$ cat src/rtl/n1_pkg.sv
// Shared opcodes, sequencer state encoding and result width for the n1 neuron
// command sequencer.
package n1_pkg;

  localparam int unsigned ACC_W = 16;

  localparam logic [3:0] OP_LOAD_W  = 4'h1;
  localparam logic [3:0] OP_LOAD_X  = 4'h2;
  localparam logic [3:0] OP_RUN     = 4'h3;
  localparam logic [3:0] OP_READ    = 4'h4;
  localparam logic [3:0] OP_CLR_ERR = 4'h5;

  typedef enum logic [2:0] {
    S_IDLE,
    S_LOAD,
    S_START,
    S_WAIT,
    S_OUT_HI,
    S_OUT_LO
  } state_t;

endpackage

$ cat src/rtl/n1_seq_timer.sv
// MAC completion watchdog for n1_seq; instantiated only when N1_TIMEOUT_EN is
// defined.
module n1_seq_timer #(
  parameter int unsigned TIMEOUT = 255,
  parameter int unsigned TW      = $clog2(TIMEOUT + 1)
) (
  input  logic clk,
  input  logic rst_n,
  input  logic ena,
  input  logic run,
  output logic expired
);

  logic [TW-1:0] cnt;

  always_ff @(posedge clk or negedge rst_n) begin
    if (!rst_n) begin
      cnt <= '0;
    end else if (ena) begin
      cnt <= run ? cnt + 1'b1 : '0;
    end
  end

  // Flagged one count early so the sequencer leaves WAIT on the edge where the
  // count would reach TIMEOUT.
  assign expired = run && (cnt == TW'(TIMEOUT - 1));

endmodule

$ cat src/rtl/n1_seq.sv
// Byte-command sequencer for the n1 neuron: load, run and read operations.
// Optional MAC timeout with sticky err is enabled by defining N1_TIMEOUT_EN.
module n1_seq
  import n1_pkg::*;
#(
  parameter int unsigned DEPTH   = 16,
  parameter int unsigned AW      = 4,
  parameter int unsigned ACC_W   = n1_pkg::ACC_W,
  parameter int unsigned TIMEOUT = 255
) (
  input  logic             clk,
  input  logic             rst_n,
  input  logic             ena,
  input  logic             cmd_valid,
  input  logic [7:0]       cmd_byte,
  output logic             cmd_ready,
  output logic             w_we,
  output logic             x_we,
  output logic [AW-1:0]    wr_addr,
  output logic [7:0]       wr_data,
  output logic             mac_start,
  input  logic             mac_done,
  input  logic [ACC_W-1:0] mac_result,
  output logic             res_valid,
  output logic [7:0]       res_byte,
  input  logic             res_ready,
  output logic             bus_oe,
  output logic             busy,
  output logic             err
);

  state_t           state, state_n;
  logic             armed;
  logic             sel_x;
  logic [3:0]       cnt;
  logic [AW-1:0]    addr;
  logic [ACC_W-1:0] result;
  logic             take;
  logic             timeout;
  logic [3:0]       op;

  assign op   = cmd_byte[7:4];
  assign take = cmd_valid && cmd_ready;

  always_ff @(posedge clk or negedge rst_n) begin
    if (!rst_n) begin
      state <= S_IDLE;
    end else begin
      state <= state_n;
    end
  end

  always_comb begin
    state_n   = state;
    cmd_ready = 1'b0;
    unique case (state)
      S_IDLE: begin
        cmd_ready = ena && armed;
        if (cmd_valid && ena && armed) begin
          if (op == OP_LOAD_W || op == OP_LOAD_X) state_n = S_LOAD;
          else if (op == OP_RUN)                  state_n = S_START;
          else if (op == OP_READ)                 state_n = S_OUT_HI;
        end
      end
      S_LOAD: begin
        cmd_ready = ena && armed;
        if (cmd_valid && ena && armed && cnt == '0) state_n = S_IDLE;
      end
      S_START: if (ena) state_n = S_WAIT;
      S_WAIT:  if (ena && (mac_done || timeout)) state_n = S_IDLE;
      S_OUT_HI: if (ena && res_ready) state_n = S_OUT_LO;
      S_OUT_LO: if (ena && res_ready) state_n = S_IDLE;
      default: state_n = S_IDLE;
    endcase
  end

  always_ff @(posedge clk or negedge rst_n) begin
    if (!rst_n) begin
      armed  <= 1'b0;
      sel_x  <= 1'b0;
      cnt    <= '0;
      addr   <= '0;
      result <= '0;
    end else if (ena) begin
      armed <= 1'b1;
      if (state == S_IDLE && take && (op == OP_LOAD_W || op == OP_LOAD_X)) begin
        cnt   <= cmd_byte[3:0];
        addr  <= '0;
        sel_x <= (op == OP_LOAD_X);
      end else if (state == S_LOAD && take) begin
        cnt  <= cnt - 1'b1;
        addr <= (addr == AW'(DEPTH - 1)) ? '0 : addr + 1'b1;
      end
      if (state == S_WAIT) begin
        if (mac_done)     result <= mac_result;
        else if (timeout) result <= '1;
      end
    end
  end

`ifdef N1_TIMEOUT_EN
  n1_seq_timer #(
    .TIMEOUT (TIMEOUT)
  ) u_timer (
    .clk     (clk),
    .rst_n   (rst_n),
    .ena     (ena),
    .run     (state == S_WAIT),
    .expired (timeout)
  );

  always_ff @(posedge clk or negedge rst_n) begin
    if (!rst_n) begin
      err <= 1'b0;
    end else if (ena) begin
      if (state == S_WAIT && !mac_done && timeout)             err <= 1'b1;
      else if (state == S_IDLE && take && op == OP_CLR_ERR)    err <= 1'b0;
    end
  end
`else
  assign timeout = 1'b0;
  assign err     = 1'b0;
`endif

  // Operand writes are combinational from the accepted byte: zero latency.
  assign w_we      = take && state == S_LOAD && !sel_x;
  assign x_we      = take && state == S_LOAD && sel_x;
  assign wr_addr   = addr;
  assign wr_data   = cmd_byte;
  assign mac_start = ena && state == S_START;
  assign res_valid = (state == S_OUT_HI) || (state == S_OUT_LO);
  assign res_byte  = (state == S_OUT_HI) ? result[15:8] :
                     (state == S_OUT_LO) ? result[7:0]  : 8'h00;
  assign bus_oe    = res_valid;
  assign busy      = state != S_IDLE;

endmodule

$ cat config.mk
export PLATFORM = sky130hd
export DESIGN_NAME = n1_seq
export DESIGN_NICKNAME = d
export VERILOG_FILES = /design/src/rtl/n1_pkg.sv /design/src/rtl/n1_seq_timer.sv /design/src/rtl/n1_seq.sv
export SDC_FILE = /design/constraint.sdc
export NUM_CORES = 1
export LEC_CHECK = 0
export CAP_MARGIN = 0
export CELL_PAD_IN_SITES_DETAIL_PLACEMENT = 1
export CELL_PAD_IN_SITES_GLOBAL_PLACEMENT = 2
export CORE_AREA = 2 2 86 88
export CTS_CLUSTER_SIZE = 20
export DETAILED_ROUTE_END_ITERATION = 8
export DIE_AREA = 0 0 88 90
export PLACE_DENSITY = 0.83
export RECOVER_POWER = 50
export SLEW_MARGIN = 20
export SYNTH_ARGS = -nofsm -noshare
export SYNTH_HDL_FRONTEND = slang
export SYNTH_SLANG_ARGS = --single-unit
export TNS_END_PERCENT = 10
$ cat constraint.sdc
create_clock -name clk -period 1.7 [get_ports clk]
set_input_delay 0.34 -clock clk [delete_from_list [all_inputs] [get_ports clk]]
set_output_delay 0.34 -clock clk [all_outputs]
set_load 0.05 [all_outputs]
==> run_results.csv, run 1 <==
group,metric,value,unit
outcome,outcome,"complete, but fails checks",
outcome,failed_checks,"negative setup slack",
sta,worst_hold_slack,0.514,ns
worst_setup_path,setup.worst_path.class,"flop to output pin",
worst_setup_path,r2r-start,"state[1]",
worst_setup_path,crit_path_end,"x_we",
sta,final_min_period_over_clock_period,107,%
logic_synthesis,ys.flop_type,"sky130_fd_sc_hd__dfrtp_1",
logic_synthesis,synth.cell_area,1690,um^2
clock_tree,clock_buffers_created_by_tritoncts,5,
sta,max_slew.worst_pin.slew,0.770,ns
floorplanning,placeableCoreArea,7020,um^2
finish,final_cell_mix,"sky130_fd_sc_hd__dfrtp_1 (27), sky130_fd_sc_hd__buf_4 (27), sky130_fd_sc_hd__clkdlybuf4s50_1 (26), sky130_fd_sc_hd__buf_12 (26), sky130_fd_sc_hd__mux2_2 (17)",
sta,rsz0062_at_grt,"yes",
drt,num_vias,1500,
worst_setup_path,crit_chain,"and4b_4, buf_12, and3_4, buf_12",
logic_synthesis,synthDistinctLibCells,40,
logic_synthesis,async_flop_share,100,%
drt,drt_iter0_drc,26,
sta,worst_setup_skew_after_layout,0.00816,ns
pwr,pleak,1.31,nW
worst_setup_path,setup.reg_to_reg.worst_slack,-0.08,ns
finish,layout-drive-gt1-share,49.0,%
clock_tree,root_buffer,"sky130_fd_sc_hd__clkbuf_8",
worst_setup_path,delay_of_the_slowest_critical_path_stage,0.41,ns
worst_setup_path,regToRegEndpoint,"state[0]",
drt,avgViaCountPerCell,4.41,
pwr,cellPowerDensity,1230,nW/um^2
sta,final_max_slew_viol_count,0,
logic_synthesis,ys_ff_latch,29,
drt,drt-pass1-iter-count,3,
finish,fin_nets,273,
placement,gp_routability_congestion,0.749,
logic_synthesis,synthesis.nets,196,
logic_synthesis,synth_edf_count,0,
finish,post-route-util,43.7,%
worst_setup_path,crit_path_start_kind,"flop",
worst_setup_path,critical_path.startpoint,"state[1]",
finish,area_delta_synth_final,80.9,%
worst_hold_path,timing.hold.worst.class,"flop to flop",
grt,first_global_vias,1628,
sta,setup_viol_count_final,16,
clock_tree,cts_htree_levels,2,
logic_synthesis,synth.yosys.seq_area_share,42.8,%
clock_tree,clk_pin_slew_worst_paths,0.07,ns
logic_synthesis,netlist_instances,163,
drt,avgRoutedWirePerCell,14.5,um
floorplanning,chipHeight,90,um
clock_tree,clock_path_buffers,2,
clock_tree,cts-hold-fix-buffers,0,
placement,dp_worst_setup_slack,-0.340,ns
drt,finalWirelength,4930,um
worst_setup_path,critical-path-top-cell-by-count,"sky130_fd_sc_hd__buf_12",
sta,report.final.hold_viol_count,0,
floorplanning,start_util,24.1,%
drt,post_drt_antenna_nets,0,
sta,timing.max_slew.rel_slack,48.7,%
worst_setup_path,critical_path_buf_inv_count,2,
worst_setup_path,reg2reg_depth,5,
worst_setup_path,critical_path_end_type,"output pin",
worst_setup_path,critical-path-top-delay-family,"simple AND/OR/NAND/NOR gates",
worst_setup_path,peak_fanout_along_the_critical_path,3,
pwr,vdd_ir_drop_max,0.403,mV
placement,placement.io_buffers,56,
grt,grt_max_degree,30,
sta,final.setup.worst_slack,-0.127,ns
placement,dp_wirelength,3480,um
sta,timing.final.crit_period,1.83,ns
floorplanning,die-area,7920,um^2
floorplanning,die_width,88,um
drt,remaining_drc_errors,0,
grt,grt_pass1_wl,8110,um
floorplanning,io-pin-count,58,
worst_setup_path,crit_cells,4,
sta,max_freq,547,MHz
logic_synthesis,post_synth.cell_area_avg,10.4,um^2
clock_tree,cts_tree,"yes",
worst_setup_path,critical-path-slowest-cell,"sky130_fd_sc_hd__dfrtp_1",
finish,diodes,0,
worst_setup_path,critPathRequiredTime,1.36,ns
flow_run,drv_cap,0,
grt,grt.overflow.total,0,
clock_tree,worstSkewPairLatency,0.28,ns
clock_tree,cts_sink_count,29,
grt,gr-usage-all-layers,13.2,%
grt,grt_antenna_before_repair,0,
floorplanning,placementRows,31,
worst_setup_path,arrival,1.49,ns
logic_synthesis,synthesis.yosys.warnings,0,
-- sequential cells by signal, indices dropped and copies added, names as in the netlist --
signal,count
sel_x,1
state,3
wr_addr,4
result,16
armed,1
cnt,4
-- per-stage QoR --
step | TNS [ns] | area, um^2 | std cells | total power, mW
global placement | -6.28 | 2700 | 327 | 2.59
detailed placement | -6.52 | 2700 | 327 | 2.63
CTS | -1.41 | 3010 | 340 | 3.73
finish | -1.07 | 3070 | 340 | 3.76
global route | -2.42 | 3070 | 340 | 3.97
floorplan | -0.991 | 1710 | 163 | 1.91
-- timing repair --
item                       4_1_cts  5_1_grt
pin swaps                       11        3
setup endpoints to repair       16       25
resized for setup               38       13
setup buffers                    4        0
cloned                           1        0
-- synthesized netlist by cell type, types with 2 or more instances --
master	instances	area [um^2]
sky130_fd_sc_hd__nand2_1	9	33.8
sky130_fd_sc_hd__mux2i_1	8	80.1
sky130_fd_sc_hd__xor2_1	4	35.0
sky130_fd_sc_hd__ha_1	3	37.5
sky130_fd_sc_hd__a311oi_1	2	17.5
sky130_fd_sc_hd__buf_6	4	45.0
sky130_fd_sc_hd__or3_1	2	12.5
sky130_fd_sc_hd__a21oi_1	8	40.0
sky130_fd_sc_hd__mux2_2	17	191
sky130_fd_sc_hd__a211oi_1	2	15.0
sky130_fd_sc_hd__nor2_1	19	71.3
sky130_fd_sc_hd__buf_2	5	25.0
sky130_fd_sc_hd__nand2b_1	2	12.5
sky130_fd_sc_hd__nand3_1	5	25.0
sky130_fd_sc_hd__dfrtp_1	29	726
sky130_fd_sc_hd__inv_1	3	11.3
sky130_fd_sc_hd__buf_4	10	75.1
sky130_fd_sc_hd__and3_1	2	12.5
sky130_fd_sc_hd__nand4b_1	3	26.3
sky130_fd_sc_hd__nor3_1	6	30.0
-- cells by family after synthesis --
group | synth area share [%]
simple gates | 18.0
flops | 42.8
mux | 16.7
buf+inv | 9.53
compound gates | 7.90
xor+xnor | 2.58
fa+ha+maj | 2.22
other cells | 0.221
-- area by class of cell --
cell class / instances / area (um^2)
Clock buffer: 6 / 82.6
Clock inverter: 2 / 37.5
Fill cell: 746 / 3960
Inverter: 3 / 15.0
Multi-Input combinational cell: 111 / 988
Sequential cell: 29 / 728
Tap cell: 99 / 124
Timing Repair Buffer: 90 / 1090
-- worst min path at each step --
| stage | start | to | slack (ns) | depth (start not counted) |
|---|---|---|---|---|
| 2_1_floorplan | rst_n | armed | 0.04 | 0 |
| 3_3_place_gp | result[3] | result[3] | 0.49 | 1 |
| 3_5_place_dp | result[1] | result[1] | 0.50 | 1 |
| 4_1_cts | rst_n | armed | 0.47 | 2 |
| 5_1_grt | result[12] | result[12] | 0.53 | 1 |
| 6_report | result[12] | result[12] | 0.51 | 1 |
-- layer usage --
| layer | track usage, % | up-vias | part of all wire, % |
|---|---|---|---|
| li1 | - | 718 | - |
| met1 | 16.6 | 739 | 43 |
| met2 | 22.6 | 41 | 53 |
| met3 | 3.31 | 2 | 4.3 |
| met4 | 2.69 | 0 | 0.49 |
| met5 | 0 | - | 0 |
-- worst register-to-register path, delay by kind of cell (launching register included) --
family | cells | cell delay, ns
simple gates | 2 | 0.49
buf+inv | 1 | 0.15
mux | 1 | 0.34
flops | 1 | 0.41
compound gates | 1 | 0.27
-- report_power, final --
| part | total (mW) | switching (mW) | internal, mW | leakage, nW |
|---|---|---|---|---|
| clock | 0.757 | 0.281 | 0.476 | 0.0574 |
| sequential | 1.01 | 0.181 | 0.830 | 0.382 |
| combinational | 1.99 | 1.02 | 0.967 | 0.872 |
(Power assumes the default switching activity.)
==> run 2, diff against run 1 <==
--- a/config.mk
+++ b/config.mk
@@ -9,6 +9,7 @@
 export CELL_PAD_IN_SITES_DETAIL_PLACEMENT = 1
 export CELL_PAD_IN_SITES_GLOBAL_PLACEMENT = 2
 export CORE_AREA = 2 2 86 88
+export CTS_BUF_LIST = sky130_fd_sc_hd__clkbuf_4
 export CTS_CLUSTER_SIZE = 20
 export DETAILED_ROUTE_END_ITERATION = 8
 export DIE_AREA = 0 0 88 90
==> run 2 against run 1 <==
Effect of this change: the flow still finishes with violations (negative setup slack); register-to-register slack hardly changed; critical path depth is 1 higher; first-iteration DRC count is 15% lower; cell count stayed put; worst setup slack worse by 0.083 ns; largest cell class unchanged.
==> run_results.csv, run 2 (same netlist as run 1, synthesis figures left out) <==
group,metric,value,unit
drt,num_vias,1495,
pwr,vdd_ir_drop_max,0.403,mV
sta,rsz0062_at_grt,"yes",
sta,final.setup.worst_slack,-0.210,ns
clock_tree,cts_tree,"yes",
grt,grt_antenna_before_repair,0,
sta,final_max_slew_viol_count,0,
sta,final_min_period_over_clock_period,112,%
grt,gr-usage-all-layers,13.2,%
pwr,power_frac_seq,28.3,%
flow_run,drv_cap,0,
finish,final_cell_mix,"sky130_fd_sc_hd__buf_4 (30), sky130_fd_sc_hd__clkdlybuf4s50_1 (28), sky130_fd_sc_hd__dfrtp_1 (27), sky130_fd_sc_hd__buf_12 (26), sky130_fd_sc_hd__mux2_2 (17)",
drt,drt_iter0_drc,22,
grt,gr-usage-met2,22.9,%
grt,grt_max_degree,30,
outcome,outcome,"complete, but fails checks",
drt,remaining_drc_errors,0,
clock_tree,clock_buffers_created_by_tritoncts,5,
placement,placed_cells_incl_taps,327,
outcome,failed_checks,"negative setup slack",
finish,layoutNonFillerInstCount,340,
grt,first_global_vias,1657,
clock_tree,worstSkewPairLatency,0.32,ns
floorplanning,io-pin-count,58,
placement,placement.io_buffers,56,
worst_setup_path,setup.worst_path.class,"input pin to output pin",
grt,grt.overflow.total,0,
worst_hold_path,timing.hold.worst.class,"flop to flop",
finish,post-route-util,43.3,%
sta,timing.max_slew.rel_slack,49.2,%
finish,largest_reg_flops,16,
pwr,clockPowerShare,15.9,%
clock_tree,clock_path_buffers,2,
finish,max_flop_register,"result",
pwr,power_switching_share,41.1,%
finish,diodes,0,
drt,drt-pass1-iter-count,4,
grt,fraction_of_met3_tracks_used_by_global_routing,3.31,%
finish,fillerInstances,752,
clock_tree,cts_htree_levels,2,
placement,gp_routability_congestion,0.749,
clock_tree,cts-hold-fix-buffers,0,
worst_setup_path,critical_path_end_type,"output pin",
pwr,total_switching_power,1.47,mW
finish,fin_nets,273,
sta,max_slew.worst_pin.slew,0.762,ns
pwr,pwr-share-comb,55.8,%
clock_tree,cts_sink_count,29,
drt,avgRoutedWirePerCell,14.6,um
clock_tree,root_buffer,"sky130_fd_sc_hd__clkbuf_4",
floorplanning,placementRows,31,
pwr,cellPowerDensity,1180,nW/um^2
sta,worst_hold_slack,0.522,ns
clock_tree,clk_pin_slew_worst_paths,0.10,ns
sta,setup_viol_count_final,18,
worst_setup_path,crit_path_start_kind,"input pin",
worst_setup_path,peak_fanout_along_the_critical_path,3,
finish,leading_cell_type_in_the_layout_fill_and_taps_excluded,"sky130_fd_sc_hd__buf_4",
grt,grt_pass1_wl,8200,um
sta,timing.final.crit_period,1.91,ns
floorplanning,die_width,88,um
sta,worst_setup_skew_after_layout,0.0134,ns
placement,dp_worst_setup_slack,-0.340,ns
floorplanning,chipHeight,90,um
grt,grt.busiest_layer,"met2",
finish,area_delta_synth_final,79.2,%
drt,finalWirelength,4970,um
sta,max_freq,523,MHz
pwr,p_total,3.58,mW
floorplanning,die-area,7920,um^2
grt,grt.met1_usage,16.5,%
floorplanning,placeableCoreArea,7020,um^2
pwr,internal_power,2.11,mW
pwr,pleak,1.30,nW
worst_setup_path,critPathRequiredTime,1.36,ns
floorplanning,start_util,24.1,%
worst_setup_path,arrival,1.57,ns
drt,post_drt_antenna_nets,0,
sta,report.final.hold_viol_count,0,
finish,layout-drive-gt1-share,49.4,%
placement,dp_wirelength,3480,um
drt,avgViaCountPerCell,4.40,
run 2: changes by cell type in the layout (fill, tap and decap cells not counted):
cell | before | now
sky130_fd_sc_hd__buf_4 | 27 | 30
sky130_fd_sc_hd__clkbuf_1 | 2 | 0
sky130_fd_sc_hd__clkbuf_4 | 0 | 5
sky130_fd_sc_hd__clkinv_1 | 0 | 1
sky130_fd_sc_hd__nor3_4 | 1 | 2
sky130_fd_sc_hd__nor3_2 | 1 | 0
sky130_fd_sc_hd__clkdlybuf4s50_1 | 26 | 28
sky130_fd_sc_hd__dlygate4sd2_1 | 2 | 0
sky130_fd_sc_hd__clkbuf_8 | 6 | 0
sky130_fd_sc_hd__buf_6 | 3 | 2
run 2: critical path: stages:
cell and delay [ns]:
sky130_fd_sc_hd__clkdlybuf4s50_1 0.51, sky130_fd_sc_hd__and4b_4 0.28, sky130_fd_sc_hd__buf_12 0.11, sky130_fd_sc_hd__and3_4 0.19
sky130_fd_sc_hd__buf_12 0.13
run 2: final timing paths:
| kind | slack (ns) | to | startpoint | cells after the start |
|---|---|---|---|---|
| max | -0.21 | x_we | ena | 5 |
| min | 0.52 | result[12] | result[12] | 1 |
| max reg2reg | -0.09 | state[0] | state[1] | 5 |
| min reg2reg | 0.52 | result[12] | result[12] | 1 |
| max in group asynchronous | 0.57 | state[0] | rst_n | 2 |
| min in group asynchronous | 0.61 | armed | rst_n | 2 |
run 2: layer usage:
metal / vias to the layer above / share of wire (%)
li1: 715 / -
met2: 43 / 53
met4: 0 / 0.64
met1: 733 / 42
met5: - / 0
met3: 4 / 4.4
run 2: what timing repair did:
| item | CTS | global route |
|---|---|---|
| pin swaps | 10 | 3 |
| endpoints found under the setup margin | 16 | 23 |
| buffers inserted | 4 | 0 |
| cloned | 1 | 0 |
| gates resized for setup | 37 | 12 |
run 2: power by group through the flow:
stage	logic [mW]	clock network (mW)	registers (mW)
6_report	2.00	0.569	1.02
5_1_grt	2.13	0.629	1.05
4_1_cts	1.94	0.596	1.01
3_5_place_dp	1.62	0	1.01
3_3_place_gp	1.59	0	0.998
2_1_floorplan	0.890	0	1.02
run 2: layout make-up:
type | count | area [um^2] | area share (%)
repair buffers | 90 | 1100 | 36.1
multi-input cells | 111 | 995 | 32.8
flip-flops and latches | 29 | 728 | 24.0
well taps | 99 | 124 | 4.08
clock inverters | 3 | 41.3 | 1.36
clock buffers | 5 | 37.5 | 1.24
inverters | 3 | 15.0 | 0.494
run 2: per-stage QoR:
| step | TNS (ns) | instance area, um^2 |
|---|---|---|
| 5_1_grt | -3.81 | 3040 |
| 4_1_cts | -2.47 | 2970 |
| 2_1_floorplan | -0.991 | 1710 |
| 6_report | -2.09 | 3040 |
| 3_3_place_gp | -6.28 | 2700 |
| 3_5_place_dp | -6.52 | 2700 |
==> run 3, diff against run 2 <==
--- a/config.mk
+++ b/config.mk
@@ -8,12 +8,12 @@
 export CAP_MARGIN = 0
 export CELL_PAD_IN_SITES_DETAIL_PLACEMENT = 1
 export CELL_PAD_IN_SITES_GLOBAL_PLACEMENT = 2
-export CORE_AREA = 2 2 86 88
+export CORE_AREA = 2 2 81 83
 export CTS_BUF_LIST = sky130_fd_sc_hd__clkbuf_4
 export CTS_CLUSTER_SIZE = 20
 export DETAILED_ROUTE_END_ITERATION = 8
-export DIE_AREA = 0 0 88 90
-export PLACE_DENSITY = 0.83
+export DIE_AREA = 0 0 83 85
+export PLACE_DENSITY = 0.88
 export RECOVER_POWER = 50
 export SLEW_MARGIN = 20
 export SYNTH_ARGS = -nofsm -noshare
==> constraint.sdc (replaced) <==
create_clock -name clk -period 2.11 [get_ports clk]
set_input_delay 0.422 -clock clk [delete_from_list [all_inputs] [get_ports clk]]
set_output_delay 0.422 -clock clk [all_outputs]
set_load 0.05 [all_outputs]
==> run 3 against run 2 <==
Effect of this change: the flow now finishes without violations; critical path type is now flop to output pin; via count fell by 4.1%; highest routed layer unchanged; sequential cell count did not move; worst setup slack improved by 0.29 ns; critical path depth fell by 4.
==> run_results.csv, run 3 (same netlist as run 1, synthesis figures left out) <==
group,metric,value,unit
pwr,clockPowerShare,13.7,%
worst_setup_path,crit_path_end,"wr_addr[2]",
sta,report.final.hold_viol_count,0,
pwr,cellPowerDensity,895,nW/um^2
worst_setup_path,crit_path_start_kind,"flop",
outcome,outcome,"finished clean",
clock_tree,clk_pin_slew_worst_paths,0.09,ns
finish,post-route-util,42.4,%
clock_tree,worstSkewPairLatency,0.32,ns
worst_setup_path,critical_path.startpoint,"wr_addr[2]",
flow_run,drv_cap,0,
finish,diodes,0,
clock_tree,cts_sink_count,29,
sta,max_freq,492,MHz
floorplanning,die_width,83,um
worst_setup_path,delay_of_the_slowest_critical_path_stage,0.84,ns
sta,timing.final.crit_period,2.03,ns
finish,fin_nets,259,
finish,fillerInstances,670,
worst_setup_path,setup.worst_path.class,"flop to output pin",
grt,grt_pass1_wl,7660,um
pwr,vdd_ir_drop_max,0.897,mV
drt,finalWirelength,4540,um
worst_setup_path,critPathRequiredTime,1.69,ns
worst_setup_path,crit_chain,"clkdlybuf4s50_1",
worst_setup_path,critical-path-slowest-cell,"sky130_fd_sc_hd__clkdlybuf4s50_1",
drt,drt-pass1-iter-count,3,
pwr,power_frac_seq,34.3,%
finish,layout-drive-gt1-share,33.2,%
worst_setup_path,arrival,1.61,ns
worst_setup_path,critical_path_end_type,"output pin",
clock_tree,clock_buffers_created_by_tritoncts,5,
sta,final_max_slew_viol_count,0,
worst_setup_path,crit_cells,1,
pwr,pwr-share-comb,52.1,%
placement,dp_wirelength,3620,um
drt,drt_iter0_drc,27,
worst_setup_path,reg2reg_depth,5,
floorplanning,io-pin-count,58,
clock_tree,cts_tree,"yes",
sta,worst_hold_slack,0.518,ns
grt,grt_max_degree,30,
floorplanning,die-area,7060,um^2
worst_hold_path,hold_depth,1,
worst_setup_path,peak_fanout_along_the_critical_path,5,
worst_setup_path,critical_path_buf_inv_count,1,
sta,timing.max_slew.rel_slack,46.2,%
finish,largest_reg_flops,16,
sta,final_min_period_over_clock_period,96.4,%
worst_setup_path,critical-path-top-delay-family,"buffers and inverters",
clock_tree,root_buffer,"sky130_fd_sc_hd__clkbuf_4",
floorplanning,start_util,27.3,%
pwr,internal_power,1.36,mW
worst_setup_path,setup.reg_to_reg.worst_slack,0.27,ns
sta,max_slew.worst_pin.slew,0.807,ns
clock_tree,clock_path_buffers,2,
pwr,total_switching_power,0.996,mW
worst_hold_path,timing.hold.worst.class,"flop to flop",
grt,gr-usage-all-layers,13.7,%
grt,grt_antenna_before_repair,0,
drt,num_vias,1433,
sta,setup_viol_count_final,0,
finish,area_delta_synth_final,55.2,%
drt,remaining_drc_errors,0,
placement,placement.io_buffers,56,
pwr,pleak,1.18,nW
worst_setup_path,regToRegEndpoint,"state[0]",
sta,rsz0062_at_grt,"yes",
drt,avgRoutedWirePerCell,15.0,um
grt,grt.overflow.total,0,
grt,first_global_vias,1554,
finish,final_cell_mix,"sky130_fd_sc_hd__dfrtp_1 (27), sky130_fd_sc_hd__clkdlybuf4s50_1 (25), sky130_fd_sc_hd__buf_12 (23)",
placement,gp_routability_congestion,0.814,
floorplanning,chipHeight,85,um
drt,avgViaCountPerCell,4.73,
drt,post_drt_antenna_nets,0,
floorplanning,placementRows,29,
worst_setup_path,r2r-start,"state[1]",
clock_tree,cts_htree_levels,2,
finish,leading_cell_type_in_the_layout_fill_and_taps_excluded,"sky130_fd_sc_hd__dfrtp_1",
sta,worst_setup_skew_after_layout,0.0116,ns
finish,max_flop_register,"result",
pwr,power_switching_share,42.3,%
floorplanning,placeableCoreArea,6200,um^2
==> run 3: changes by cell type in the layout (fill, tap and decap cells not counted), sizes merged <==
cell           before  now
buf                59   41
bufinv              1    0
clkbuf              7    8
clkdlybuf4s50      28   25
clkinvlp            2    0
dlygate4sd3         1    8
inv                 2    3
==> run 3: final cells by class <==
type                       instances  area [um^2]  share of cell area, %
tap                               77         96.3                   3.66
timing repair buffer              76          938                   35.7
inverter                           3         11.3                  0.428
multi-input combinational        111          807                   30.7
clock inverter                     1         3.75                  0.143
sequential                        29          728                   27.7
clock buffer                       6         45.0                   1.71
==> run 3: what timing repair did <==
item | 4_1_cts | 5_1_grt
cloned | 0 | 0
setup endpoints to repair | 1 | 10
gates resized for setup | 3 | 4
setup buffers | 0 | 1
hold buffers | 0 | 0
pin swaps | 1 | 1
==> run 3: power by group through the flow <==
| stage | Clock, mW | Combinational [mW] | Sequential [mW] |
|---|---|---|---|
| floorplan | 0 | 0.713 | 0.823 |
| global placement | 0 | 1.21 | 0.802 |
| detailed placement | 0 | 1.24 | 0.810 |
| CTS | 0.342 | 1.24 | 0.800 |
| global route | 0.365 | 1.33 | 0.825 |
| finish | 0.322 | 1.23 | 0.806 |
==> run 3: through the flow <==
stage / power (mW) / cell area (um^2) / worst slack (ns) / TNS [ns] / cells
after global routing: 2.52 / 2630 / -0.0000244 / -0.0000244 / 303
after CTS: 2.39 / 2630 / 0.00142 / 0 / 302
after detailed placement: 2.05 / 2580 / -0.0677 / -0.140 / 295
after global placement: 2.01 / 2580 / -0.0145 / -0.0218 / 295
final: 2.35 / 2630 / 0.0756 / 0 / 303
after floorplan: 1.54 / 1700 / 0.0113 / 0 / 163
==> run 3: worst min path at each step <==
stage | from | to | slack (ns)
6_report | result[4] | result[4] | 0.52
5_1_grt | result[5] | result[5] | 0.54
4_1_cts | rst_n | result[9] | 0.48
3_5_place_dp | result[4] | result[4] | 0.50
3_3_place_gp | result[7] | result[7] | 0.49
2_1_floorplan | rst_n | armed | 0.13
==> run 3: metal layers <==
layer  up-vias  track usage (%)  part of all wire, %
met3         6             2.72                  3.3
met5         -                0                    0
met1       710             16.7                   44
met4         0             5.37                  1.7
met2        31             24.0                   51
li1        686                -                    -
